--- config.mk ---
export PLATFORM = sky130hd
export DESIGN_NAME = sonar_scheduler
export DESIGN_NICKNAME = d
export VERILOG_FILES = /design/src/rtl/sonar_pkg.sv /design/src/rtl/sonar_echo_sync.sv /design/src/rtl/sonar_scheduler.sv
export SDC_FILE = /design/constraint.sdc
export NUM_CORES = 1
export LEC_CHECK = 0
export BUFFER_PORTS_ARGS = -buffer_cell sky130_fd_sc_hd__buf_2
export CAP_MARGIN = 20
export CORE_ASPECT_RATIO = 0.6
export CORE_MARGIN = 4
export CORE_UTILIZATION = 59
export CTS_CLUSTER_SIZE = 40
export DETAILED_ROUTE_END_ITERATION = 8
export GPL_TIMING_DRIVEN = 0
export PLACE_DENSITY = 0.88
export SYNTH_ARGS = -nofsm -noshare
export SYNTH_HDL_FRONTEND = slang
export SYNTH_SLANG_ARGS = --single-unit
--- constraint.sdc ---
create_clock -name clk -period 3.83 [get_ports clk]
set_input_delay 0.383 -clock clk [delete_from_list [all_inputs] [get_ports clk]]
set_output_delay 0.383 -clock clk [all_outputs]
set_load 0.01 [all_outputs]
--- src/rtl/sonar_pkg.sv ---
// Shared FSM state encoding and default timing constants for the sonar ping scheduler.
package sonar_pkg;

  typedef enum logic [2:0] {
    IDLE,
    TRIG,
    WAIT_RISE,
    MEASURE,
    GAP
  } state_t;

  localparam int DEF_TRIG_CYCLES  = 1000;
  localparam int DEF_RISE_TIMEOUT = 100000;
  localparam int DEF_ECHO_MAX     = 3000000;
  localparam int DEF_GAP_CYCLES   = 6000000;
  localparam int DEF_CRASH_THRESH = 294117;

  // Increment that holds at all-ones instead of wrapping.
  function automatic logic [31:0] sat_inc(input logic [31:0] v);
    return (v == 32'hFFFF_FFFF) ? v : v + 32'd1;
  endfunction

endpackage

--- src/rtl/sonar_echo_sync.sv ---
// Two-flop synchronizer bank bringing the raw echo lines into the clk domain.
module sonar_echo_sync #(
  parameter int WIDTH = 1
) (
  input  logic             clk,
  input  logic             rst,
  input  logic [WIDTH-1:0] raw,
  output logic [WIDTH-1:0] synced
);

  logic [WIDTH-1:0] meta;

  always_ff @(posedge clk or posedge rst) begin
    if (rst) begin
      meta   <= '0;
      synced <= '0;
    end else begin
      meta   <= raw;
      synced <= meta;
    end
  end

endmodule

--- src/rtl/sonar_scheduler.sv ---
// Round-robin ultrasonic ping scheduler: trigger, echo timing, result publish, obstacle flags.
// Define SONAR_CRASH_DEBOUNCE_EN to require two consecutive near results before flagging.
module sonar_scheduler
  import sonar_pkg::*;
#(
  parameter int NUM_SENSORS  = 3,
  parameter int TRIG_CYCLES  = DEF_TRIG_CYCLES,
  parameter int RISE_TIMEOUT = DEF_RISE_TIMEOUT,
  parameter int ECHO_MAX     = DEF_ECHO_MAX,
  parameter int GAP_CYCLES   = DEF_GAP_CYCLES,
  parameter int CRASH_THRESH = DEF_CRASH_THRESH,
  localparam int ID_W        = (NUM_SENSORS > 1) ? $clog2(NUM_SENSORS) : 1
) (
  input  logic                   clk,
  input  logic                   rst,
  input  logic                   enable,
  input  logic [NUM_SENSORS-1:0] echo,
  output logic [NUM_SENSORS-1:0] trigger,
  output logic                   dist_valid,
  output logic [ID_W-1:0]        dist_id,
  output logic [31:0]            dist_value,
  output logic                   dist_timeout,
  output logic [NUM_SENSORS-1:0] is_crash
);

  localparam logic [31:0]     TRIG_LEN  = 32'(TRIG_CYCLES);
  localparam logic [31:0]     RISE_LEN  = 32'(RISE_TIMEOUT);
  localparam logic [31:0]     ECHO_LIM  = 32'(ECHO_MAX);
  localparam logic [31:0]     GAP_LEN   = 32'(GAP_CYCLES);
  localparam logic [31:0]     CRASH_LIM = 32'(CRASH_THRESH);
  localparam logic [ID_W-1:0] LAST_ID   = ID_W'(NUM_SENSORS - 1);

  function automatic logic [NUM_SENSORS-1:0] onehot(input logic [ID_W-1:0] idx);
    logic [NUM_SENSORS-1:0] v;
    v      = '0;
    v[idx] = 1'b1;
    return v;
  endfunction

  logic [NUM_SENSORS-1:0] echo_s;

  sonar_echo_sync #(
    .WIDTH (NUM_SENSORS)
  ) u_echo_sync (
    .clk    (clk),
    .rst    (rst),
    .raw    (echo),
    .synced (echo_s)
  );

  state_t          state;
  logic [ID_W-1:0] sel;
  logic [ID_W-1:0] sel_next;
  logic [31:0]     cnt;
  logic [31:0]     cnt_inc;
  logic            echo_sel;
  logic            pub_now;
  logic [31:0]     pub_val;
  logic            pub_to;
  logic            near;
  logic            crash_set;

  assign echo_sel = echo_s[sel];
  assign cnt_inc  = sat_inc(cnt);
  assign sel_next = (sel == LAST_ID) ? '0 : sel + ID_W'(1);
  assign near     = !pub_to && (pub_val <= CRASH_LIM);

  // Decide whether this cycle ends the ping and what the result is.
  always_comb begin
    pub_now = 1'b0;
    pub_val = '0;
    pub_to  = 1'b0;
    case (state)
      WAIT_RISE: begin
        if (echo_sel) begin
          if (ECHO_LIM <= 32'd1) begin
            pub_now = 1'b1;
            pub_val = ECHO_LIM;
            pub_to  = 1'b1;
          end
        end else if (cnt_inc >= RISE_LEN) begin
          pub_now = 1'b1;
          pub_to  = 1'b1;
        end
      end
      MEASURE: begin
        if (!echo_sel) begin
          pub_now = 1'b1;
          pub_val = cnt;
        end else if (cnt_inc >= ECHO_LIM) begin
          pub_now = 1'b1;
          pub_val = ECHO_LIM;
          pub_to  = 1'b1;
        end
      end
      default: ;
    endcase
  end

`ifdef SONAR_CRASH_DEBOUNCE_EN
  // Per-sensor memory of whether the previous result was near.
  logic [NUM_SENSORS-1:0] near_hist;

  always_ff @(posedge clk or posedge rst) begin
    if (rst) begin
      near_hist <= '0;
    end else if (pub_now) begin
      near_hist[sel] <= near;
    end
  end

  assign crash_set = near && near_hist[sel];
`else
  assign crash_set = near;
`endif

  always_ff @(posedge clk or posedge rst) begin
    if (rst) begin
      state        <= IDLE;
      sel          <= '0;
      cnt          <= '0;
      trigger      <= '0;
      dist_valid   <= 1'b0;
      dist_id      <= '0;
      dist_value   <= '0;
      dist_timeout <= 1'b0;
      is_crash     <= '0;
    end else begin
      dist_valid <= 1'b0;
      if (pub_now) begin
        state          <= GAP;
        cnt            <= '0;
        dist_valid     <= 1'b1;
        dist_id        <= sel;
        dist_value     <= pub_val;
        dist_timeout   <= pub_to;
        is_crash[sel]  <= crash_set;
      end else begin
        case (state)
          IDLE: begin
            trigger <= '0;
            cnt     <= '0;
            if (enable) begin
              state   <= TRIG;
              trigger <= onehot(sel);
              cnt     <= 32'd1;
            end
          end
          TRIG: begin
            if (cnt >= TRIG_LEN) begin
              state   <= WAIT_RISE;
              trigger <= '0;
              cnt     <= '0;
            end else begin
              cnt <= cnt_inc;
            end
          end
          WAIT_RISE: begin
            // A line already high on entry counts as the rise in this cycle.
            if (echo_sel) begin
              state <= MEASURE;
              cnt   <= 32'd1;
            end else begin
              cnt <= cnt_inc;
            end
          end
          MEASURE: begin
            cnt <= cnt_inc;
          end
          GAP: begin
            if (cnt_inc >= GAP_LEN) begin
              sel <= sel_next;
              if (enable) begin
                state   <= TRIG;
                trigger <= onehot(sel_next);
                cnt     <= 32'd1;
              end else begin
                state <= IDLE;
                cnt   <= '0;
              end
            end else begin
              cnt <= cnt_inc;
            end
          end
          default: begin
            state   <= IDLE;
            trigger <= '0;
            cnt     <= '0;
          end
        endcase
      end
    end
  end

endmodule
# After elaboration in Yosys (flattened, before gate mapping)
# Index checks and enable logic that the tools add are counted.
# totals
ff_bits	85
input_bits	6
out_inout_bits	42
elab_cells	85
# op_classes
addsub	2
order_cmp	9
n_eq_ne	14
muxes	38
bitwise_logic	2
reduce_logical	9
# op_table
op	count
two-way mux 32 bit	7
case mux 32 bit (5 select lines)	1
adder 32 x 1 -> 32 bit, second input constant	1
equality test 32 bit, second input constant	1
greater-or-equal comparator 32 x 10 -> 1 bit, second input constant	1
greater-or-equal comparator 32 x 17 -> 1 bit, second input constant	1
greater-or-equal comparator 32 x 22 -> 1 bit, second input constant	1
greater-or-equal comparator 32 x 23 -> 1 bit, second input constant	1
less-or-equal comparator 32 x 19 -> 1 bit, second input constant	1
two-way mux 3 bit	9
two-way mux 22 bit	1
case mux 3 bit (5 select lines)	1
!= test 3 bit, second input constant	4
case mux 3 bit (4 select lines)	1
two-way mux 1 bit	11
AND reduction 5 bit	2
!= test 2 bit, second input constant	4
equality test 3 x 2 -> 1 bit, second input constant	2
less-than comparator 2 x 3 -> 1 bit, second input constant	2
demux 1 bit (select 2 bit)	2
greater-or-equal comparator 2 x 1 -> 1 bit, second input constant	2
case mux 1 bit (2 select lines)	2
bitwise mux 3 bit	1
equality test 3 x 1 -> 1 bit, second input constant	1
other kinds (11)	14

# Longest topological paths before layout
# Gate-level depths: netlist (run 1).
# depth
ltp_word	9
depth_mapped	15
ltp_nobuf	11

# Cells and area by module
# A second synthesis (run 1) with hierarchy kept.
# unflattened
cells_unflattened	481
area_unflattened_um2	4506.8
# modules_own_cells
mod	instances	cells_per_inst	area_each_um2	seq_area_each_um2
sonar_scheduler	1	474	4352.9	1976.9
sonar_echo_sync	1	7	153.9	150.1

# Least setup slack after synthesis (run 1)
# Ideal clock, no wire load.
# synth_path
path_type	register to register
start	register cnt[18]
end	register dist_id[0]
setup_ps	127
t_arrival_ps	3051
required_ps	3703
setup_slack_ps	652
path_stages_with_launch	14
n_path_buf	3
synth_period_minus_slack_ps	3178
cell_sequence	dfrtp_1 buf_2 nand4_1 or4_1 buf_2 o211ai_1 nor3_1 mux2i_1 nor4_2 o211ai_2 o21bai_2 nor2b_1 buf_6 mux2_1
# synth_via
elab_chain_cells	6
word_cells_on_any_way	10
cone_classes	add/sub (1); order compare (2); eq/ne (1); mux (6)
# synth_rtl
element	line_no	source
from (decl)	sonar_scheduler.sv:54	logic [31:0] cnt;
from (signal assigned)	sonar_scheduler.sv:155	cnt <= cnt_inc;
from (signal assigned)	sonar_scheduler.sv:164	cnt <= cnt_inc;
from (signal assigned)	sonar_scheduler.sv:168	cnt <= cnt_inc;
adder 32 x 1 -> 32 bit / equality test 32 bit (equally long branches)	sonar_pkg.sv:20	return (v == 32'hFFFF_FFFF) ? v : v + 32'd1;
two-way mux 32 bit *	sonar_pkg.sv:20	
greater-or-equal comparator 32 x 22 -> 1 bit / greater-or-equal comparator 32 x 17 -> 1 bit (equally long branches)	sonar_scheduler.sv:90, sonar_scheduler.sv:81	
two-way mux 1 bit (on tied branches)	sonar_scheduler.sv:90, sonar_scheduler.sv:81	
two-way mux 1 bit (on tied branches)	sonar_scheduler.sv:87, sonar_scheduler.sv:75	
case mux 1 bit (2 select lines) *	sonar_scheduler.sv:73	case (state)
to (signal assigned)	sonar_scheduler.sv:134	dist_id <= sel;
to (decl)	sonar_scheduler.sv:20	output logic [ID_W-1:0] dist_id,
# Mark *: on every way between the ends. The rest lies on a longest branch, timed or not.
# A chain may end at the register's enable or synchronous reset.

# Worst setup path in the final report (run 1)
# layout_path
start	register cnt[21]
end	register dist_value[11]
# layout_via
elab_chain_cells	6
word_cells_on_any_way	10
cone_classes	add/sub (1); order compare (2); eq/ne (1); mux (6)
# layout_rtl
element	line_no	source
adder 32 x 1 -> 32 bit / equality test 32 bit (equally long branches)	sonar_pkg.sv:20	
two-way mux 32 bit *	sonar_pkg.sv:20	
greater-or-equal comparator 32 x 22 -> 1 bit / greater-or-equal comparator 32 x 17 -> 1 bit (equally long branches)	sonar_scheduler.sv:90, sonar_scheduler.sv:81	
two-way mux 1 bit (on tied branches)	sonar_scheduler.sv:90, sonar_scheduler.sv:81	
two-way mux 1 bit (on tied branches)	sonar_scheduler.sv:87, sonar_scheduler.sv:75	
case mux 1 bit (2 select lines) *	sonar_scheduler.sv:73	
to (signal assigned)	sonar_scheduler.sv:135	dist_value <= pub_val;
to (decl)	sonar_scheduler.sv:21	output logic [31:0] dist_value,
# Marked as above.

==> results of run 1 <==
[placed cells by master (no fill, tap or decap), types with 3 or more instances in the layout]
cell type / n
sky130_fd_sc_hd__dfrtp_1: 83
sky130_fd_sc_hd__buf_2: 60
sky130_fd_sc_hd__nor2_1: 51
sky130_fd_sc_hd__nand2_1: 23
sky130_fd_sc_hd__nand3_1: 23
sky130_fd_sc_hd__a22o_1: 22
sky130_fd_sc_hd__o21ai_0: 18
sky130_fd_sc_hd__xnor2_1: 15
sky130_fd_sc_hd__nand4_1: 14
sky130_fd_sc_hd__a21oi_1: 13
sky130_fd_sc_hd__nor3_1: 13
sky130_fd_sc_hd__clkbuf_1: 12
sky130_fd_sc_hd__buf_4: 12
sky130_fd_sc_hd__inv_1: 11
sky130_fd_sc_hd__mux2i_1: 9
sky130_fd_sc_hd__clkbuf_16: 9
sky130_fd_sc_hd__conb_1: 9
sky130_fd_sc_hd__nor2b_1: 8
sky130_fd_sc_hd__and3_1: 7
sky130_fd_sc_hd__xor2_1: 7
sky130_fd_sc_hd__or3_1: 6
sky130_fd_sc_hd__nor4_1: 6
sky130_fd_sc_hd__and4_1: 5
sky130_fd_sc_hd__nor4_4: 4
sky130_fd_sc_hd__and2_1: 4
sky130_fd_sc_hd__nand2b_1: 4
sky130_fd_sc_hd__buf_6: 4
sky130_fd_sc_hd__a21o_1: 4
sky130_fd_sc_hd__a221o_1: 4
sky130_fd_sc_hd__or4_1: 3
sky130_fd_sc_hd__o211ai_1: 3
sky130_fd_sc_hd__o2111ai_1: 3
sky130_fd_sc_hd__mux2_2: 3
sky130_fd_sc_hd__o21a_1: 3
[Yosys cell counts, drive strengths merged (13+ instances only)]
master | n | area [sq um]
nor3 | 15 | 86.3
a22o | 22 | 193
nand4 | 15 | 100
nand3 | 24 | 120
xnor2 | 15 | 131
a21oi | 13 | 65.1
nand2 | 24 | 90.1
buf | 17 | 109
nor2 | 53 | 199
dfrtp | 85 | 2130
clkbuf | 20 | 75.1
o21ai | 20 | 100
[critical path, delay by kind of cell (launching register included)]
kind                   cells  cell delay, ns
buffers and inverters      4            0.66
AND/OR/NAND/NOR            4            1.17
flip-flops                 1            0.50
AO/OA/AOI/OAI              6            1.23
[cells by family (layout without fill, tap and decap cells)]
logic type,count (synthesis),after routing
and+or+nand+nor,187,187
AOI/OAI and AO/OA,106,106
DFF,85,85
buffers and inverters,49,118
xor gates and xnor gates,22,22
muxes,16,16
adders and majority gates,2,2
other,1,9
[layout make-up]
type / instances / area (sq um)
buffer: 31 / 163
clock buffer: 11 / 253
clock inverter: 4 / 47.5
fill: 522 / 1900
inverter: 12 / 47.5
multi-input combinational: 342 / 2330
sequential: 85 / 2130
tap: 104 / 130
timing repair buffer: 60 / 353
[report_power, final]
| group | total, uW | switching [uW] | internal [uW] |
|---|---|---|---|
| clock | 879 | 345 | 535 |
| sequential | 1180 | 113 | 1060 |
| combinational | 1020 | 603 | 418 |
[sequential cells by signal (all words and copies together), names as in the netlist]
| register | cells |
|---|---|
| trigger | 3 |
| dist_id | 2 |
| state | 3 |
| sel | 2 |
| cnt | 32 |
| u_echo_sync.synced | 3 |
| u_echo_sync.meta | 3 |
| dist_valid | 1 |
| dist_value | 32 |
| is_crash | 3 |
| dist_timeout | 1 |
[metal layers]
layer  part of all wire  up-vias  GRT usage
li1                   -     1854          -
met1               0.45     1998      0.403
met2               0.43      203      0.429
met3              0.095       34     0.0749
met4              0.022        0     0.0967
met5                  0        -          0
[final timing paths]
path / slack, ns / from / to
setup / recovery: 0.13 / cnt[21] / dist_value[11]
hold / removal: 0.06 / rst / dist_value[26]
setup reg to reg: 0.13 / cnt[21] / dist_value[11]
hold reg to reg: 0.35 / u_echo_sync.meta[1] / u_echo_sync.synced[1]
max in group asynchronous: 3.16 / rst / cnt[19]
min in group clk: 0.15 / echo[0] / u_echo_sync.meta[0]
[metrics by stage]
stage,worst slack (ns),util
final,0.128,0.741
after global routing,-0.00610,0.741
after CTS,0.000821,0.721
after detailed placement,-0.262,0.673
after global placement,-0.0790,0.669
after floorplan,0.652,-
[repair_timing]
| item | in CTS | in global routing |
|---|---|---|
| buffers inserted | 2 | 10 |
| pin swaps | 2 | 7 |
| setup endpoints to repair | 58 | 68 |
| gates resized for setup | 7 | 23 |
==> results.tsv, run 1 <==
metric	value	unit
outcome	finished, final reports clean	
max-clock-path-buffers	2	
hold-worst-slack	0.0592	ns
fin_worst_skew	0.00588	ns
area_growth	20.5	%
final_cell_area	0.00546	sq mm
placement.io_buffers	47	
chipWidth	121	um
worstPathArrival	3.92	ns
worstMarginPinSlew	0.600	ns
end_kind	flip-flop	
core	0.00736	sq mm
h-tree-depth	3	
final-instance-count-excl-fill	649	
p_leak	0.00241	uW
detail_route.wl_per_cell	19.4	um
drive_above_1_share	0.226	
cp_data_required_time	4.05	ns
critPathKind	flip-flop to flip-flop	
hpwl_reported_at_the_end_of_detailed_placement	8970	um
setup_failing_eps_final	0	
global_route.usage.total	0.284	
timing.critical_path.mode_cell	sky130_fd_sc_hd__buf_6	
detail_route.vias_per_cell	6.30	
adder_cell_share_of_the_synthesized_area	0.00553	
start_kind	flip-flop	
synth_top_family_by_area	simple AND/OR/NAND/NOR gates	
place.detailed.instances	628	
synth.distinct_cells	66	
yosys.area_share.simple	0.217	
synth.mux.area_fraction	0.0368	
num_rows	24	
cellPowerDensity	564	mW/mm^2
path_cells	nand4_1 > or4_1 > buf_2 > nor3_4 > buf_4 > o21ai_1 > o311ai_1 > a31oi_1 > o211ai_2 > o21bai_4 > nor2b_2 > buf_6 > buf_6 > a22o_1	
yosys_register_bits	85	
synth.yosys.warnings	0	
syn_avg_cell_area	9.68	sq um
io_pins	48	
dpl-instance-area	0.00495	sq mm
worstRegToRegCells	14	
grt_start_max_net_pins	53	
insertion_delay	0.34	ns
die_area	0.00919	sq mm
number_of_global_route_vias_before_repair	3838	
synth-xor-area-share	0.0426	
num-nets-final	549	
worst_path_largest_cell_delay	0.57	ns
wl	12600	um
detail-route-antenna-nets	0	
fmaxAchievable	0.270	GHz
die-height	75.9	um
timing.hold.worst.class	input pin to async pin	
place.gp.congestion	0.989	
timing.max_slew.rel_slack	0.598	
grt_remaining_overflow	0	
antenna_found_initial	0	
synth_instances	468	
cts.sink_count	85	
number_of_antenna_diodes	0	
synthArstFlopShare	1.00	
grt_first_pass_wirelength	20000	um
total_power	3070	uW
ys_seq_area_frac	0.470	
vdd_ir_drop_max	0.422	mV
max_capacitance_violation_count	0	
final.setup.tns	0	ns
finalMaxSlewViolations	0	
cts.clk_slew.worst_paths	0.06	ns
postCtsHoldBufs	0	
synth_enable_flop_cells	0	
initialDrtViolationCount	334	
drcViolationCount	0	
synth_compound_gate_area_share	0.177	
post-route-min-period	3.70	ns
tritoncts	done	
syn_area	0.00453	sq mm
ys.flop_type	sky130_fd_sc_hd__dfrtp_1	
hold_viol_final	0	
timing.critical_path.slowest_stage_cell	sky130_fd_sc_hd__or4_1	
clk_root_buffer_cell	sky130_fd_sc_hd__clkbuf_16	
numCtsBuffers	9	
timing.final.crit_share	0.966	
drt_pre_antenna_iters	5	
start_util	0.615	
dr_total_vias	4089	
crit_fanout	10	
(Power assumes the default switching activity.)
==> run 2, diff against run 1 <==
CORE_UTILIZATION = 53   (was 59)
PLACE_DENSITY = 0.84   (was 0.88)
clock period = 3.35 ns   (was 3.83 ns; I/O delays follow)
==> run 2 against run 1 <==
Net effect:
- the run now ends with setup timing left
- fmax rose by 2.9%
- clock power is 12% higher
- hold slack worse by 0.056 ns
- first-iteration DRC count is 62% higher
- die area is 10% higher
- critical path type unchanged
- critical endpoint is now dist_id[1]
- largest cell class unchanged
==> results.tsv, run 2 (synthesis gave the netlist of run 1 again) <==
metric	value	unit
outcome	finished, violations left	
violations_in_the_final_reports	setup timing	
timing.hold.worst.class	input pin to async pin	
vdd_ir_drop_max	0.535	mV
final_cell_area	0.00603	sq mm
io_pins	48	
tritoncts	done	
h-tree-depth	3	
layout.cells.most_common_list	75 x sky130_fd_sc_hd__dfrtp_1, 51 x sky130_fd_sc_hd__buf_2, 39 x sky130_fd_sc_hd__nor2_1, 35 x sky130_fd_sc_hd__buf_4, 23 x sky130_fd_sc_hd__nand2_1	
p_leak	0.00262	uW
core	0.00810	sq mm
finalMaxSlewViolations	0	
grt_start_max_net_pins	56	
timing.max_slew.rel_slack	0.437	
placement.io_buffers	47	
num_rows	25	
fmaxAchievable	0.278	GHz
critPathKind	flip-flop to flip-flop	
place.gp.congestion	0.984	
finalCoreUtilization	0.745	
number_of_antenna_diodes	0	
end_kind	flip-flop	
start_kind	flip-flop	
worstPathArrival	3.82	ns
rsz0062_at_grt	yes	
area_growth	33.2	%
drive_above_1_share	0.359	
clk_root_buffer_cell	sky130_fd_sc_hd__clkbuf_16	
cp_data_required_time	3.57	ns
grt_remaining_overflow	0	
postLayoutSetupSlackWorst	-0.246	ns
cellPowerDensity	623	mW/mm^2
crit_fanout	8	
num-nets-final	577	
final.setup.tns	-8.33	ns
start_util	0.559	
insertion_delay	0.34	ns
cts.sink_count	85	
detail_route.vias_per_cell	6.43	
dr_total_vias	4388	
worstMarginPinSlew	0.821	ns
max-clock-path-buffers	2	
max_capacitance_violation_count	0	
dpl-instance-area	0.00496	sq mm
cts.clk_slew.worst_paths	0.06	ns
die_area	0.0101	sq mm
top_regs	cnt: 32 flops, dist_value: 32 flops	
hpwl_reported_at_the_end_of_detailed_placement	8990	um
die-height	79.6	um
worst_r2r_setup_slack	-0.25	ns
detail-route-antenna-nets	0	
timing.final.crit_share	1.07	
numCtsBuffers	9	
drt_pre_antenna_iters	5	
number_of_global_route_vias_before_repair	4300	
grt_first_pass_wirelength	22900	um
drcViolationCount	0	
wl	14500	um
detail_route.wl_per_cell	21.2	um
chipWidth	127	um
post-route-min-period	3.60	ns
layout_commonest_cell	sky130_fd_sc_hd__dfrtp_1	
fin_worst_skew	0.00898	ns
initialDrtViolationCount	541	
hold_viol_final	0	
worstRegToRegCells	11	
antenna_found_initial	0	
setup_failing_eps_final	68	
global_route.usage.total	0.292	
## run 2: metal layers
metal  vias to the layer above  routed length (um)  global-route usage
li1                       1909                   -                   -
met1                      2149                6160               0.417
met4                         0                 352              0.0964
met5                         -                   0                   0
met3                        50                1690              0.0795
met2                       280                6250               0.432
## run 2: stage by stage
stage	setup slack [ns]	instances	hold slack (ns)	power [uW]
2_1_floorplan	0.172	476	0.331	2100
3_3_place_gp	-0.739	631	0.332	2410
3_5_place_dp	-0.783	632	0.340	2460
4_1_cts	-0.0367	676	0.0138	3680
5_1_grt	-0.357	682	0.0334	3940
6_report	-0.246	682	0.00290	3760
## run 2: power breakdown
| part | total, uW | internal, uW | leakage [uW] | switching, uW |
|---|---|---|---|---|
| Sequential | 1340 | 1220 | 0.00110 | 124 |
| Clock | 981 | 581 | 0.000134 | 400 |
| Combinational | 1440 | 623 | 0.00138 | 814 |
## run 2: path summary, 6_finish.rpt
path | start | to
setup / recovery | cnt[1] | dist_id[1]
hold / removal | rst | dist_value[26]
setup reg to reg | cnt[1] | dist_id[1]
hold reg to reg | u_echo_sync.meta[1] | u_echo_sync.synced[1]
max in group asynchronous | rst | cnt[15]
min in group clk | echo[0] | u_echo_sync.meta[0]
## run 2: final cells by class
class | count | area (sq um)
multi-input combinational | 342 | 2600
fill | 565 | 2070
clock buffer | 13 | 240
tap | 108 | 135
inverter | 12 | 47.5
sequential | 85 | 2140
buffer | 31 | 238
timing repair buffer | 88 | 583
clock inverter | 3 | 46.3
## run 2: worst max-delay path: stages (launching register included)
cell                       delay (ns)
sky130_fd_sc_hd__dfrtp_2         0.45
sky130_fd_sc_hd__ha_2            0.26
sky130_fd_sc_hd__and4_1          0.30
sky130_fd_sc_hd__nand2_4         0.15
sky130_fd_sc_hd__nor3_1          0.29
sky130_fd_sc_hd__mux2i_1         0.74
sky130_fd_sc_hd__o21a_1          0.25
sky130_fd_sc_hd__o211ai_2        0.12
sky130_fd_sc_hd__o21bai_4        0.22
sky130_fd_sc_hd__nor2b_4         0.22
sky130_fd_sc_hd__buf_6           0.17
sky130_fd_sc_hd__mux2_4          0.31
## run 2: repair_timing
item	4_1_cts	5_1_grt
pin swaps	35	5
buffers inserted	29	6
hold endpoints to repair	0	0
hold buffers	0	0
endpoints found under the setup margin	70	70
resized for setup	99	36
cloned	5	0
==> run 3, diff against run 2 <==
SKIP_CTS_REPAIR_TIMING = 1   (was not set)
==> run 3 against run 2 <==
Net effect:
- the flow finishes with violations (hold timing, setup timing)
- cell area decreased by 2.0%
- non-clock buffer count shrank 8
- routed wire length decreased by 1.9%
- worst setup slack got worse by 0.15 ns
- die area stayed put
- combinational power is 3% lower
- register-to-register slack got worse by 0.15 ns
- clock power rose by 0.4%
- hold slack worse by 0.0052 ns
- critical path depth is 1 higher
- largest cell class unchanged
- largest power group unchanged
- highest routed layer unchanged
==> results.tsv, run 3 (synthesis gave the netlist of run 1 again) <==
metric	value	unit
top_regs	cnt: 32 flops, dist_value: 32 flops	
critPathKind	flip-flop to flip-flop	
grt_remaining_overflow	0	
insertion_delay	0.34	ns
power.share.sequential	0.362	
postLayoutSetupSlackWorst	-0.398	ns
number_of_global_route_vias_before_repair	3863	
worst_path_largest_cell_delay	0.64	ns
cp.buffers_inverters	2	
power_switching_share	0.358	
number_of_antenna_diodes	0	
regToRegStartpoint	cnt[21]	
hold-worst-slack	-0.00227	ns
h-tree-depth	3	
critical_path.reg2reg.endpoint	dist_id[1]	
path_cells	nand4_1 > or4_4 > buf_8 > o2111ai_1 > xor2_2 > nand2_1 > a211oi_1 > o2111a_1 > nor2_2 > nor2b_2 > buf_6 > mux2_4	
final_cell_area	0.00591	sq mm
num-nets-final	569	
timing.max_slew.rel_slack	0.461	
vdd_ir_drop_max	0.502	mV
dr_total_vias	4389	
critical_path.top_delay_family	simple AND/OR/NAND/NOR gates	
chipWidth	127	um
worst_r2r_setup_slack	-0.40	ns
place.gp.congestion	0.984	
placement.io_buffers	47	
start_util	0.559	
cellPowerDensity	629	mW/mm^2
p_leak	0.00257	uW
grt_first_pass_wirelength	20300	um
power_switching	1330	uW
dpl-instance-area	0.00496	sq mm
setup_failing_eps_final	70	
io_pins	48	
detail_route.vias_per_cell	6.51	
tritoncts	done	
fin_worst_skew	0.00950	ns
initialDrtViolationCount	533	
rsz0062_at_grt	yes	
crit_path_depth	12	
final.setup.tns	-20.70	ns
die_area	0.0101	sq mm
detail_route.wl_per_cell	21.0	um
end_kind	flip-flop	
crit_fanout	5	
violations_in_the_final_reports	hold timing, setup timing	
antenna_found_initial	0	
worstRegToRegCells	12	
cp_data_required_time	3.57	ns
layout_commonest_cell	sky130_fd_sc_hd__dfrtp_1	
start_kind	flip-flop	
global_route.usage.total	0.257	
timing.final.crit_share	1.12	
p_int	2390	uW
max_capacitance_violation_count	0	
timing.critical_path.slowest_stage_cell	sky130_fd_sc_hd__or4_4	
worstPathArrival	3.97	ns
drive_above_1_share	0.320	
wl	14200	um
place_ws	-0.783	ns
fmaxAchievable	0.267	GHz
cts.sink_count	85	
power.clock.fraction	0.265	
num_rows	25	
setup.worst_path.end	dist_id[1]	
drcViolationCount	0	
finalMaxSlewViolations	0	
detail-route-antenna-nets	0	
hold_viol_final	3	
numCtsBuffers	9	
cts.clk_slew.worst_paths	0.06	ns
combinationalPowerShare	0.373	
outcome	finished, violations left	
die-height	79.6	um
grt_start_max_net_pins	56	
clk_root_buffer_cell	sky130_fd_sc_hd__clkbuf_16	
area_growth	30.5	%
post-route-min-period	3.75	ns
layout.cells.most_common_list	80 x sky130_fd_sc_hd__dfrtp_1, 56 x sky130_fd_sc_hd__buf_2, 35 x sky130_fd_sc_hd__nor2_1, 25 x sky130_fd_sc_hd__buf_4	
core	0.00810	sq mm
worstMarginPinSlew	0.786	ns
drt_pre_antenna_iters	6	
cp-startpoint	cnt[21]	
max-clock-path-buffers	2	
timing.hold.worst.class	input pin to async pin	
hpwl_reported_at_the_end_of_detailed_placement	8990	um
run 3: cell type report:
type	instances	area, sq um
flip-flops and latches	85	2130
fillers	576	2190
inverters	12	47.5
multi-input cells	342	2540
repair buffers	80	554
well taps	108	135
clock buffers	13	240
clock inverters	3	46.3
plain buffers	31	214
run 3: metrics by stage:
stage / hold WS [ns] / cells / power, uW / utilization
6_report: -0.00227 / 674 / 3720 / 0.729
5_1_grt: 0.0353 / 674 / 3910 / 0.729
4_1_cts: 0.0138 / 648 / 3440 / 0.647
3_5_place_dp: 0.340 / 632 / 2460 / 0.612
3_3_place_gp: 0.332 / 631 / 2410 / 0.608
2_1_floorplan: 0.331 / 476 / 2100 / -
run 3: worst min path at each step:
stage,to,slack [ns],depth (start not counted)
4_1_cts,cnt[2],0.01,2
5_1_grt,dist_value[27],0.04,2
3_3_place_gp,u_echo_sync.synced[2],0.33,0
2_1_floorplan,u_echo_sync.synced[0],0.33,0
6_report,dist_value[27],-0.002,2
3_5_place_dp,u_echo_sync.synced[0],0.34,0
run 3: metal layers:
layer,vias to the layer above,global-route usage,share of wire
met5,-,0,0
met4,0,0.0824,0.031
met3,61,0.0635,0.12
met2,318,0.357,0.42
met1,2120,0.389,0.43
li1,1890,-,-
run 3: power by group through the flow:
| stage | registers, uW | clock network (uW) | logic, uW |
|---|---|---|---|
| 3_3_place_gp | 1350 | 0 | 1060 |
| 6_report | 1350 | 985 | 1390 |
| 5_1_grt | 1370 | 1040 | 1500 |
| 2_1_floorplan | 1390 | 0 | 706 |
| 4_1_cts | 1340 | 989 | 1110 |
| 3_5_place_dp | 1360 | 0 | 1100 |
